**src/rtl/truth_table_scanner.sv**
```systemverilog
// Exhaustive truth-table scanner for a 5-input, 1-output combinational unit.
// Sweeps all 32 input vectors, samples F after a settle time and compares the result against EXPECTED.
module truth_table_scanner #(
   parameter int unsigned SETTLE_CYCLES = 4,
   parameter logic [31:0] EXPECTED      = 32'h9669_6996
) (
   input  logic        clk,
   input  logic        rst,
   input  logic        start,
   input  logic        f_in,
   output logic [4:0]  vec_out,
   output logic        busy,
   output logic        done,
   output logic [31:0] table_out,
   output logic [5:0]  mismatch_cnt,
   output logic        pass,
   output logic [4:0]  first_fail
);

   localparam int unsigned VEC_W   = 5;
   localparam int unsigned CNT_W   = 8;
   localparam int unsigned MCNT_W  = 6;
   localparam int unsigned NUM_VEC = 32;

   localparam logic [VEC_W-1:0] LAST_VEC    = VEC_W'(NUM_VEC - 1);
   localparam logic [CNT_W-1:0] SETTLE_LAST = CNT_W'(SETTLE_CYCLES - 1);

   // Settle time must fit the 8-bit counter and cover at least one cycle.
   if (SETTLE_CYCLES < 1 || SETTLE_CYCLES > 255) begin : g_bad_settle
      $error("truth_table_scanner: SETTLE_CYCLES must be in 1..255");
   end

   typedef enum logic [1:0] {
      IDLE   = 2'd0,
      SETTLE = 2'd1,
      SAMPLE = 2'd2,
      DONE   = 2'd3
   } state_t;

   state_t             state;
   logic [CNT_W-1:0]   settle_cnt;
   logic               fail_seen;

   logic               miss_c;
   logic [MCNT_W-1:0]  mismatch_next_c;

   // Compare the sampled output against the golden table for the current vector.
   assign miss_c          = f_in ^ EXPECTED[vec_out];
   assign mismatch_next_c = mismatch_cnt + MCNT_W'(miss_c);

   always_ff @(posedge clk or posedge rst) begin
      if (rst) begin
         state        <= IDLE;
         vec_out      <= '0;
         busy         <= 1'b0;
         done         <= 1'b0;
         table_out    <= '0;
         mismatch_cnt <= '0;
         pass         <= 1'b0;
         first_fail   <= '0;
         settle_cnt   <= '0;
         fail_seen    <= 1'b0;
      end else begin
         case (state)
            IDLE, DONE: begin
               // A new scan wipes all previous results on the launching edge.
               if (start) begin
                  state        <= SETTLE;
                  vec_out      <= '0;
                  settle_cnt   <= '0;
                  table_out    <= '0;
                  mismatch_cnt <= '0;
                  first_fail   <= '0;
                  fail_seen    <= 1'b0;
                  done         <= 1'b0;
                  pass         <= 1'b0;
                  busy         <= 1'b1;
               end
            end

            SETTLE: begin
               settle_cnt <= settle_cnt + CNT_W'(1);
               if (settle_cnt == SETTLE_LAST) begin
                  state <= SAMPLE;
               end
            end

            SAMPLE: begin
               table_out[vec_out] <= f_in;
               mismatch_cnt       <= mismatch_next_c;
               if (miss_c && !fail_seen) begin
                  first_fail <= vec_out;
                  fail_seen  <= 1'b1;
               end
               // Vector 31 is terminal; vec_out never wraps within a scan.
               if (vec_out == LAST_VEC) begin
                  state <= DONE;
                  busy  <= 1'b0;
                  done  <= 1'b1;
                  pass  <= (mismatch_next_c == '0);
               end else begin
                  vec_out    <= vec_out + VEC_W'(1);
                  settle_cnt <= '0;
                  state      <= SETTLE;
               end
            end

            default: begin
               state <= IDLE;
            end
         endcase
      end
   end

endmodule

```
**config.mk**
```make
export PLATFORM = sky130hd
export DESIGN_NAME = truth_table_scanner
export DESIGN_NICKNAME = d
export VERILOG_FILES = /design/src/rtl/truth_table_scanner.sv
export SDC_FILE = /design/constraint.sdc
export NUM_CORES = 1
export LEC_CHECK = 0
export ABC_AREA = 0
export BUFFER_PORTS_ARGS = -buffer_cell sky130_fd_sc_hd__buf_2
export CAP_MARGIN = 5
export CORE_MARGIN = 2
export CORE_UTILIZATION = 40
export DETAILED_ROUTE_END_ITERATION = 7
export PLACE_DENSITY = 0.7
export SYNTH_ARGS = -nofsm -noshare
export SYNTH_HDL_FRONTEND = slang
export SYNTH_SLANG_ARGS = --single-unit
```
**constraint.sdc**
```tcl
create_clock -name clk -period 4.3 [get_ports clk]
set_clock_uncertainty 0.05 [all_clocks]
set_input_delay 0.215 -clock clk [delete_from_list [all_inputs] [get_ports clk]]
set_output_delay 0.215 -clock clk [all_outputs]
set_load 0.05 [all_outputs]
```
==> impl_metrics.tcl <==
set metrics [dict create \
    outcome "finished, final reports clean" \
    grt_setup_unrepaired "false" \
    layout_common_cells "95 x nand2_1, 62 x dfrtp_1, 54 x buf_2" \
    p_clk_share_pct 46.2 \
    cp.required_ns 4.51 \
    initial_core_util_pct 41.4 \
    cts_root_buf "clkbuf_8" \
    nFillCells 772 \
    vias 2484 \
    die_area_um2 8780 \
    post_cts_buffers 0 \
    core_um2 7770 \
    htree_levels 3 \
    p_leak_nw 2.03 \
    dieWidth_um 93.7 \
    clk_path_buf_depth 2 \
    drt_iter0_drc 123 \
    layout.nets 393 \
    grt_max_degree 63 \
    async_reset_ff_share_pct 100 \
    p_switching_uw 259 \
    setup_viol 0 \
    relSlewSlack_pct 30.7 \
    pwr-share-comb_pct 1.5 \
    arrival_ns 2.86 \
    syn-cell-area_um2 3220 \
    start_kind "flop" \
    yosysWarnings 0 \
    globalRouteOverflowTotal 0 \
    cts_sinks 62 \
    synth_cell_types 44 \
    utilization_pct 48.3 \
    path_clk_slew_ns 0.07 \
    synth_area_per_cell_um2 9.75 \
    crit_type "reg2reg" \
    dpl.cell_count 469 \
    fin_cells 485 \
    hp-class "in2async" \
    mostFrequentLayoutCell "nand2_1" \
    tightest_slew_ns 1.04 \
    num_rows 32 \
    max_freq_mhz 378 \
    synthesis.nets 345 \
    power.density_nw_per_um2 297 \
    finalWeightedCongestion 0.820 \
    grt_pass1_wl_um 12100 \
    antenna_found_initial 0 \
    crit_fanout 7 \
    drt_first_pass_iters 4 \
    numCtsBuffers 9 \
    postCtsHoldBufs 0 \
    synth_edf_count 0 \
    place_ws_ns 1.68 \
    synthCells 330 \
    ir_worst_vdd_uv 107 \
    drcViolationCount 0 \
    fin_crit_sh_pct 61.5 \
    cts-resized-gates 0 \
    diodes 0 \
    synth_ff_type "dfrtp_1" \
    final.setup.tns_ns 0 \
    p_seq_share_pct 52.3 \
    die_height_um 93.7 \
    grt_usage_pct 17.5 \
    max-cap-violations 0 \
    setup_ws_ns 1.66 \
    ant_nets 0 \
    area_growth_pct 16.5 \
    drive_gt1_share_pct 21.1 \
    vias_per_cell 5.12 \
    post-dp-hpwl_um 4840 \
    portBuffers 54 \
    hold_viol 0 \
    ys_seq_elements 62 \
    wl_per_cell_um 14.9 \
    ioPinCount 55 \
    r2r_start "vec_out[0]" \
    swShare_pct 23.3 \
    worstSetupEndpointType "flop" \
    rr_endpoint "pass" \
    power.internal_uw 855 \
    routed_wl_um 7220 \
    grt_pass1_vias 2463 \
    drv_slew 0 \
    cts_tree "built" \
    rrSetupSlack_ns 1.66 \
    period_needed_ns 2.64 \
    yosysSeqAreaShare_pct 48.2 \
    clock_latency_ns 0.34 \
    reg2regPathDepth 10 \
]
[cells by family (layout without fill, tap and decap cells)]
kind of cell               after synthesis  count (layout)  synth area share, %
xor gates and xnor gates                 7               7                 2.57
buffers and inverters                   27              80                 3.50
and+or+nand+nor                        139             139                 19.6
AOI/OAI and AO/OA                       44              44                 9.30
adders and majority gates               11              11                 4.28
muxes                                   40              40                 12.5
DFF                                     62              62                 48.2
[registers in the layout, indices dropped and copies added (netlist names)]
name and flops:
first_fail 5, table_out 32, vec_out 5, state 2, mismatch_cnt 6, settle_cnt 8
fail_seen 1, busy 1, done 1, pass 1
[power groups by stage]
stage | sequential (mW) | clock [mW] | combinational [mW]
floorplan | 0.594 | 0 | 0.0110
finish | 0.583 | 0.515 | 0.0171
global placement | 0.594 | 0 | 0.0179
global route | 0.582 | 0.550 | 0.0204
CTS | 0.583 | 0.526 | 0.0181
detailed placement | 0.594 | 0 | 0.0180
[layer usage]
metal	share of wire [%]	up-vias	GRT usage (%)
met3	3.8	11	3.21
met2	48	60	27.7
met5	0	-	0
li1	-	1212	-
met4	1.6	0	6.16
met1	47	1201	24.3
[how the worst max path moves through the flow]
stage,from,slack (ns),endpoint,cells after the start
global placement,vec_out[0],1.79,pass,10
CTS,vec_out[0],1.64,pass,10
detailed placement,vec_out[0],1.68,pass,10
global route,vec_out[1],1.44,pass,10
floorplan,vec_out[0],1.53,pass,10
finish,vec_out[0],1.66,pass,10
[synth_stat cells, types with 2 or more instances]
cell	count	area, um^2
a21o_1	2	15.0
a21oi_1	5	25.0
a22o_1	9	78.8
and2_1	2	12.5
and3_1	4	25.0
and3b_1	2	17.5
buf_1	4	15.0
buf_2	6	30.0
clkbuf_1	9	33.8
dfrtp_1	62	1550
ha_1	11	138
inv_1	7	26.3
mux2i_1	39	390
nand2_1	95	357
nand2b_1	3	18.8
nand3_1	6	30.0
nand4_1	2	12.5
nor2_1	5	18.8
nor2b_1	7	43.8
nor3b_1	5	37.5
o21ai_0	17	85.1
o31ai_1	3	22.5
xor2_1	4	35.0
[critical path, stage by stage (launching register included)]
cell     delay, ns
dfrtp_1       0.47
inv_1         0.13
ha_1          0.33
xnor3_1       0.26
xnor2_2       0.18
ha_1          0.23
ha_1          0.23
xor2_1        0.15
nor4b_1       0.28
nand4_1       0.12
o21ai_0       0.14
[final cells by class]
| cell class | count | area, um^2 | share of cell area (%) |
|---|---|---|---|
| inverters | 7 | 26.3 | 0.701 |
| flip-flops and latches | 62 | 1550 | 41.4 |
| well taps | 102 | 128 | 3.40 |
| clock buffers | 9 | 124 | 3.30 |
| clock inverters | 7 | 73.8 | 1.97 |
| multi-input cells | 241 | 1550 | 41.4 |
| repair buffers | 57 | 293 | 7.81 |
[metrics by stage]
step	power [mW]	instance area, um^2	hold WS (ns)
finish	1.11	3750	0.0312
global route	1.15	3750	0.118
CTS	1.13	3750	0.0720
detailed placement	0.612	3550	0.445
global placement	0.612	3550	0.437
floorplan	0.605	3220	0.358
Note: power is estimated with default switching activity, not from simulation.
